File: src/rtl/rr_arbiter_pkg.sv
`default_nettype none
// ============================================================================
//  Module      : arbiter_pkg
//  Description : Shared state encoding and parameter defaults for rr_arbiter.
//  Revision    : 1.0
// ============================================================================
package arbiter_pkg;

  localparam int DEF_NUM_MASTERS = 4;
  localparam int DEF_HOLD_MAX    = 16;

  typedef enum logic [0:0] {
    ARB_IDLE  = 1'b0,
    ARB_GRANT = 1'b1
  } arb_state_e;

  // Index width, never narrower than one bit.
  function automatic int id_width(input int n);
    return (n > 1) ? $clog2(n) : 1;
  endfunction

endpackage
`default_nettype wire

File: src/rtl/rr_pick.sv
`default_nettype none
// ============================================================================
//  Module      : rr_pick
//  Description : Combinational round-robin search: first set request at or
//                above start_i, wrapping, with found flag.
//  Revision    : 1.0
// ============================================================================
module rr_pick #(
  parameter int NUM_MASTERS = 4,
  parameter int ID_W        = 2
) (
  input  logic [NUM_MASTERS-1:0] req_i,
  input  logic [ID_W-1:0]        start_i,
  output logic [ID_W-1:0]        winner_o,
  output logic                   found_o
);

  logic [2*NUM_MASTERS-1:0] w_dbl;
  logic [NUM_MASTERS-1:0]   w_rot;
  logic [ID_W:0]            w_sum;

  // Rotating a doubled vector puts start_i at bit 0 so a plain
  // lowest-set-bit search yields the wrapped round-robin order.
  assign w_dbl = {req_i, req_i};
  assign w_rot = NUM_MASTERS'(w_dbl >> start_i);

  always_comb begin
    winner_o = '0;
    found_o  = 1'b0;
    w_sum    = '0;
    for (int i = 0; i < NUM_MASTERS; i++) begin
      if (!found_o && w_rot[i]) begin
        found_o = 1'b1;
        w_sum   = {1'b0, start_i} + (ID_W+1)'(i);
        if (w_sum >= (ID_W+1)'(NUM_MASTERS)) begin
          w_sum = w_sum - (ID_W+1)'(NUM_MASTERS);
        end
        winner_o = w_sum[ID_W-1:0];
      end
    end
  end

endmodule
`default_nettype wire

File: src/rtl/rr_arbiter.sv
`default_nettype none
// ============================================================================
//  Module      : rr_arbiter
//  Description : Registered round-robin arbiter with optional per-holder
//                hold limit and forced handover.
//  Revision    : 1.0
// ============================================================================
module rr_arbiter
  import arbiter_pkg::*;
#(
  parameter int NUM_MASTERS = DEF_NUM_MASTERS,
  parameter int HOLD_MAX    = DEF_HOLD_MAX
) (
  input  logic                                  clk,
  input  logic                                  reset_n,
  input  logic [NUM_MASTERS-1:0]                m_req,
  output logic [NUM_MASTERS-1:0]                m_grant,
  output logic [id_width(NUM_MASTERS)-1:0]      grant_id,
  output logic                                  grant_valid
);

  localparam int ID_W  = id_width(NUM_MASTERS);
  localparam int CNT_W = (HOLD_MAX > 0) ? $clog2(HOLD_MAX + 1) : 1;
  localparam logic [CNT_W-1:0] C_HOLD = CNT_W'(HOLD_MAX);
  localparam logic [ID_W-1:0]  C_LAST = ID_W'(NUM_MASTERS - 1);

  arb_state_e             state_q, state_d;
  logic [NUM_MASTERS-1:0] grant_q, grant_d;
  logic [ID_W-1:0]        id_q, id_d;
  logic                   valid_q, valid_d;
  logic [ID_W-1:0]        last_q, last_d;
  logic [CNT_W-1:0]       hold_cnt_q, hold_cnt_d;

  logic [ID_W-1:0]        w_start;
  logic [NUM_MASTERS-1:0] w_cand;
  logic [ID_W-1:0]        w_winner;
  logic                   w_found;
  logic                   w_holder_req;
  logic                   w_limit;

  assign w_start = (last_q == C_LAST) ? '0 : last_q + 1'b1;
  // The holder is never its own candidate, so a forced handover skips it.
  assign w_cand       = (state_q == ARB_GRANT) ? (m_req & ~grant_q) : m_req;
  assign w_holder_req = |(m_req & grant_q);
  assign w_limit      = (HOLD_MAX > 0) && (hold_cnt_q == C_HOLD);

  rr_pick #(
    .NUM_MASTERS (NUM_MASTERS),
    .ID_W        (ID_W)
  ) u_pick (
    .req_i    (w_cand),
    .start_i  (w_start),
    .winner_o (w_winner),
    .found_o  (w_found)
  );

  always_comb begin
    state_d    = state_q;
    grant_d    = grant_q;
    id_d       = id_q;
    valid_d    = valid_q;
    last_d     = last_q;
    hold_cnt_d = hold_cnt_q;

    if (w_found && ((state_q == ARB_IDLE) || !w_holder_req || w_limit)) begin
      state_d    = ARB_GRANT;
      grant_d    = NUM_MASTERS'(1) << w_winner;
      id_d       = w_winner;
      valid_d    = 1'b1;
      last_d     = w_winner;
      hold_cnt_d = '0;
    end else if ((state_q == ARB_GRANT) && !w_holder_req) begin
      state_d    = ARB_IDLE;
      grant_d    = '0;
      id_d       = '0;
      valid_d    = 1'b0;
      hold_cnt_d = '0;
    end else if ((state_q == ARB_GRANT) && (HOLD_MAX > 0) && !w_limit) begin
      hold_cnt_d = hold_cnt_q + 1'b1;
    end
  end

  always_ff @(posedge clk) begin
    if (reset_n) begin
      state_q    <= ARB_IDLE;
      grant_q    <= '0;
      id_q       <= '0;
      valid_q    <= 1'b0;
      last_q     <= C_LAST;
      hold_cnt_q <= '0;
    end else begin
      state_q    <= state_d;
      grant_q    <= grant_d;
      id_q       <= id_d;
      valid_q    <= valid_d;
      last_q     <= last_d;
      hold_cnt_q <= hold_cnt_d;
    end
  end

  assign m_grant     = grant_q;
  assign grant_id    = id_q;
  assign grant_valid = valid_q;

endmodule
`default_nettype wire

File: config.mk
export PLATFORM = sky130hd
export DESIGN_NAME = rr_arbiter
export DESIGN_NICKNAME = d
export VERILOG_FILES = /design/src/rtl/rr_arbiter_pkg.sv /design/src/rtl/rr_pick.sv /design/src/rtl/rr_arbiter.sv
export SDC_FILE = /design/constraint.sdc
export NUM_CORES = 1
export LEC_CHECK = 0
export ABC_CLOCK_PERIOD_IN_PS = 2200
export CAP_MARGIN = 10
export CELL_PAD_IN_SITES_DETAIL_PLACEMENT = 1
export CELL_PAD_IN_SITES_GLOBAL_PLACEMENT = 2
export CORE_MARGIN = 2
export CORE_UTILIZATION = 30
export CTS_CLUSTER_DIAMETER = 100
export CTS_CLUSTER_SIZE = 20
export DETAILED_ROUTE_END_ITERATION = 7
export PLACE_DENSITY = 0.75
export SLEW_MARGIN = 25
export SYNTH_ARGS = -nofsm -noshare
export SYNTH_HDL_FRONTEND = slang
export SYNTH_HIERARCHICAL = 1
export SYNTH_SLANG_ARGS = --single-unit
File: constraint.sdc
create_clock -name clk -period 2.2 [get_ports clk]
set_clock_uncertainty 0.1 [all_clocks]
set_input_delay 0.66 -clock clk [delete_from_list [all_inputs] [get_ports clk]]
set_output_delay 0.66 -clock clk [all_outputs]
set_load 0.005 [all_outputs]
* After elaboration in Yosys (flattened, before gate mapping)
Index checks and enable logic that the tools add are counted.
Storage, ports and cells: bits in registers 14, bits in latches 0, memory bits (writable) 0, bits in read-only memories 0, output and inout port bits 7, logic and storage cells 62, memories kept 0
Operators by class: add/sub/neg operators 9, $mul 0, divide/modulo/power cells 0, $lt $le $gt $ge 4, eq/ne operators 2, shift operators 2, multiplexer cells 20, bitwise gates (word level) 4, reductions and logical operators 16
Operators with widths (number):
- 2-bit two-way mux | 11
- 4-bit two-way mux | 3
- 3-bit >= comparator (second input constant) | 3
- 4-bit AND | 2
- 8-bit by 2-bit right shift with 4-bit output | 1
- 2-bit by 1-bit subtractor with 2-bit output (second input constant) | 4
- 2-bit by 2-bit adder with 3-bit output (second input constant) | 2
- 1-bit logical AND | 6
- 1-bit two-way mux | 6
- 5-bit by 1-bit adder with 5-bit output (second input constant) | 1
- 5-bit == test (second input constant) | 1
- 1-bit zero test | 5
- 4-bit inverter | 1
- 4-bit OR reduction | 1
- 1-bit by 2-bit << shifter with 4-bit output (first input constant) | 1
- 2-bit by 1-bit adder with 3-bit output (second input constant) | 1
- 2-bit by 3-bit >= comparator with 1-bit output (second input constant) | 1
- 3-bit OR reduction | 1
- 2-bit by 1-bit adder with 2-bit output (second input constant) | 1
- 2-bit == test (second input constant) | 1
- 1-bit logical OR | 2
- 2-bit nonzero test | 1
- 1-bit inverter | 1

* Depth between registers and ports, before layout
depth after elaboration 16, mapped depth 8, mapped depth without buffers 8

* By module
The synthesis kept the hierarchy.
By module, submodules not included:
- rr_arbiter | times used 1, cells each 72, area each 686.9 µm²
- rr_pick | times used 1, cells each 12, area each 73.8 µm²

* Least setup slack after synthesis
No wires, ideal clock.
path type input -> register, start point input m_req[0], end point register grant_q[0], in the netlist m_grant[0], data arrival time 1.915 ns, required time 2.008 ns, slack 0.093 ns, cell stages on the path 4, cells stage by stage a21boi_0 -> or4_1 -> a211o_1 -> o32ai_1
On the way: longest elaborated chain between the ends 15, elaborated cells on any way between the ends 27, classes of those cells 2 x shift; 10 x mux; 2 x bitwise; 13 x reduce/logical
RTL lines:
- start, declared | line rr_arbiter.sv:16 | input logic [NUM_MASTERS-1:0] m_req,
- 4-bit AND | line rr_arbiter.sv:43 | assign w_cand = (state_q == ARB_GRANT) ? (m_req & ~grant_q) : m_req;
- 4-bit two-way mux (*) | line rr_arbiter.sv:43
- 8-bit by 2-bit right shift with 4-bit output (*) | line rr_pick.sv:25 | assign w_rot = NUM_MASTERS'(w_dbl >> start_i);
- 1-bit two-way mux | line rr_pick.sv:32 | if (!found_o && w_rot[i]) begin
- 1-bit zero test | line rr_pick.sv:32
- 1-bit logical AND | line rr_pick.sv:32
- 1-bit two-way mux | line rr_pick.sv:32
- 1-bit zero test | line rr_pick.sv:32
- 1-bit logical AND | line rr_pick.sv:32
- 1-bit two-way mux | line rr_pick.sv:32
- 1-bit zero test | line rr_pick.sv:32
- 1-bit logical AND | line rr_pick.sv:32
- 1-bit two-way mux (*) | line rr_pick.sv:32
- via w_found | line rr_arbiter.sv:37 | logic w_found;
- 1-bit logical AND (*) | line rr_arbiter.sv:65 | if (w_found && ((state_q == ARB_IDLE) || !w_holder_req || w_limit)) begin
- 4-bit two-way mux or 2-bit nonzero test (tied branches)
- end signal, assigned | line rr_arbiter.sv:93 | grant_q <= grant_d;
- end, declared | line rr_arbiter.sv:28 | logic [NUM_MASTERS-1:0] grant_q, grant_d;
Mark *: on every way through the listed nets, which the timed path passes. The rest lies on a longest branch. A chain may end at the register's enable or synchronous reset.

* Worst setup path in the final report
start point input m_req[3], end point register last_q[0]
On the way: longest elaborated chain between the ends 14, elaborated cells on any way between the ends 23, classes of those cells 1 x shift; 9 x mux; 2 x bitwise; 11 x reduce/logical
RTL lines:
- 4-bit AND | line rr_arbiter.sv:43
- 4-bit two-way mux (*) | line rr_arbiter.sv:43
- via w_cand[3] | line rr_arbiter.sv:35 | logic [NUM_MASTERS-1:0] w_cand;
- 8-bit by 2-bit right shift with 4-bit output (*) | line rr_pick.sv:25
- 1-bit two-way mux | line rr_pick.sv:32
- 1-bit zero test | line rr_pick.sv:32
- 1-bit logical AND | line rr_pick.sv:32
- 1-bit two-way mux | line rr_pick.sv:32
- 1-bit zero test | line rr_pick.sv:32
- 1-bit logical AND | line rr_pick.sv:32
- 1-bit two-way mux | line rr_pick.sv:32
- 1-bit zero test | line rr_pick.sv:32
- 1-bit logical AND | line rr_pick.sv:32
- 1-bit two-way mux (*) | line rr_pick.sv:32
- via w_found | line rr_arbiter.sv:37
- 1-bit logical AND (*) | line rr_arbiter.sv:65
- end signal, assigned | line rr_arbiter.sv:96 | last_q <= last_d;
- end, declared | line rr_arbiter.sv:31 | logic [ID_W-1:0] last_q, last_d;
Marked as above.

==> metrics.txt <==
run status complete, no violations; vias per inst 5.01; Syn-to-layout area delta 45.6%; Cell Area, Synth 761 µm²; Sequential Power Share 33.5%; clk sinks 14; setup repair after global routing missed its margin false; initial antenna violation count 0; CP max FO 6; commonest non-fill, non-tap cell in the layout dfxtp_1; Die W 54.4 µm; Pins Over Slew Limit 0; hold slack 362 ps; Yosys reg bits 14; worst path required time 2260 ps; routed vias 701; startpoint class of the critical path input port; Clk pwr share 12.0%; GR Overflow Total 0; HPWL after detailed placement 1500 µm; Setup CP Type input port to flip-flop; relative slew slack 71.7%; post-synthesis simple-gate area fraction 19.2%; Ports 13; syn_nets 93; Post-Place Cell Area 985 µm²; CP Data Arrival Time 2200 ps; minimum clock period 2140 ps; worst skew pair latency 270 ps; compound-cell area share of the yosys netlist 28.0%; Post-DRT Antenna Nets 0; core box area 0.00243 mm²; DR pass1 iterations 4; average size of a mapped cell 9.06 µm²; post-synthesis mux area share 1.32%; n_diodes 0; Layout Utilization 45.5%; routability cong. 0.765; flop-to-flop setup slack 230 ps; initial core utilization 31.3%; Filler cells 286; internal power 0.000738 W; Gate Count Post-Synth 84; Synth Warn # 6; DR iter-0 viols 6; CTS Hold Bufs 0; worst ir drop on vdd 437 µV; most frequent cells in the layout dfxtp_1 (13), buf_4 (12), nor2_1 (10); Cell variety after synth 31; cts bufs inserted 3; asr flop ratio synth 0%; Switching Share 37.9%; Psw 0.000450 W; largest family of logic cells by synthesized area compound AO/OA/AOI/OAI gates; endpoint type of the worst setup path flip-flop; Root Buffer Master clkbuf_4; Logic pwr share 54.5%; H-tree Lvls 1; WL/cell 14.4 µm; Global Route Usage Sum 15.8%; prevailing post-synth register cell dfxtp_1; Hold WC Path Type flip-flop to flip-flop; register area share after synthesis 36.8%; Post-synth EDFFs 0; Die Ht 54.4 µm; pin count of the biggest net entering global routing 9; Period Utilization, post-route 97.2%; Max-Cap Viols 0; Total Negative Setup Slacks 0 ps; Tot Pwr 0.00119 W; fin area 0.00111 mm²; Routed WL 2010 µm; Max clock buf depth 2; Core Rows 18; TritonCTS clock tree built; # DRC 0; vias in the first global route 712; Final nets 121; adder-cell share of the synthesized area 4.93%; Buffers on Ports 12; worst-margin pin slew 423 ps; clock-pin slew on the worst setup and hold paths 80 ps; Die ar. 0.00295 mm²; layout cells sized above 1 28.2%; endpoints failing hold 0; Leak 0.468 nW; setup violators final 0; Max Clk Rate 468 MHz; power density cells 1070 mW/mm²; first-pass GRT wire length 3220 µm; xor/xnor cell area share of the yosys netlist 4.61%
## routing by layer
metal / vias to the layer above / global-route usage (%) / wire (µm)
li1: 361 / - / -
met1: 327 / 17.3 / 864
met2: 11 / 28.7 / 1060
met3: 2 / 3.28 / 60
met4: 0 / 7.50 / 27
met5: - / 0 / 0
## stage by stage
stage	setup WS, ps	cells
6_report	61.4	140
3_3_place_gp	-516	134
4_1_cts	25.2	138
5_1_grt	34.9	140
3_5_place_dp	-592	134
2_1_floorplan	92.8	84
## synthesized netlist by cell type, drive strengths merged (2+ instances only)
library cell,n,share of area (%)
a211o,3,3.5
a211oi,2,4.3
a21boi,4,3.9
a21o,2,2.0
a21oi,5,3.3
a22o,3,3.5
a22oi,2,3.3
dfxtp,14,37
ha,3,4.9
inv,8,3.9
nand2,5,2.8
nand2b,2,1.6
nand3,2,1.3
nand4,2,1.6
nor2,10,4.9
nor3,2,1.3
xor2,3,3.5
## worst paths after layout
check | start | endpoint | cells past startpoint
max reg2reg | last_q[0] | m_grant[2] | 9
max | m_req[3] | last_q[0] | 7
min | grant_id[1] | grant_id[1] | 1
min reg2reg | grant_id[1] | grant_id[1] | 1
## worst max-delay path, cell delays in order
cell and delay [ps]:
dlygate4sd2_1 250, a21boi_4 150, or4_4 590, nand2_2 130, buf_4 110, nor2_1 30, a211o_1 280
## sequential cells by signal (all words and copies together) (netlist names)
signal	flops
last_q	2
grant_valid	1
m_grant	4
grant_id	2
hold_cnt_q	5
## timing repair
| action | 4_1_cts | 5_1_grt |
|---|---|---|
| resized for setup | 23 | 3 |
| endpoints found under the setup margin | 13 | 4 |
| setup buffers | 1 | 3 |
| pin swaps | 4 | 3 |
## kinds of logic after synthesis
logic type	after synthesis
simple gates	27
compound gates	25
flops	14
buf+inv	10
xor+xnor	4
fa+ha+maj	3
mux	1
## power groups by stage
stage | logic (W) | clock network (W) | registers (W)
2_1_floorplan | 0.000310 | 0 | 0.000383
3_3_place_gp | 0.000556 | 0 | 0.000382
3_5_place_dp | 0.000568 | 0 | 0.000389
4_1_cts | 0.000621 | 0.000150 | 0.000404
5_1_grt | 0.000714 | 0.000162 | 0.000407
6_report | 0.000648 | 0.000142 | 0.000398
## final cells by class
class	count	area [µm²]	share of cell area [%]
multi-input combinational	60	515	46.6
sequential	14	284	25.6
timing repair buffer	25	218	19.7
tap	30	37.5	3.39
inverter	8	30.0	2.71
clock buffer	3	22.5	2.03
Power figures use the tool's default switching activity.
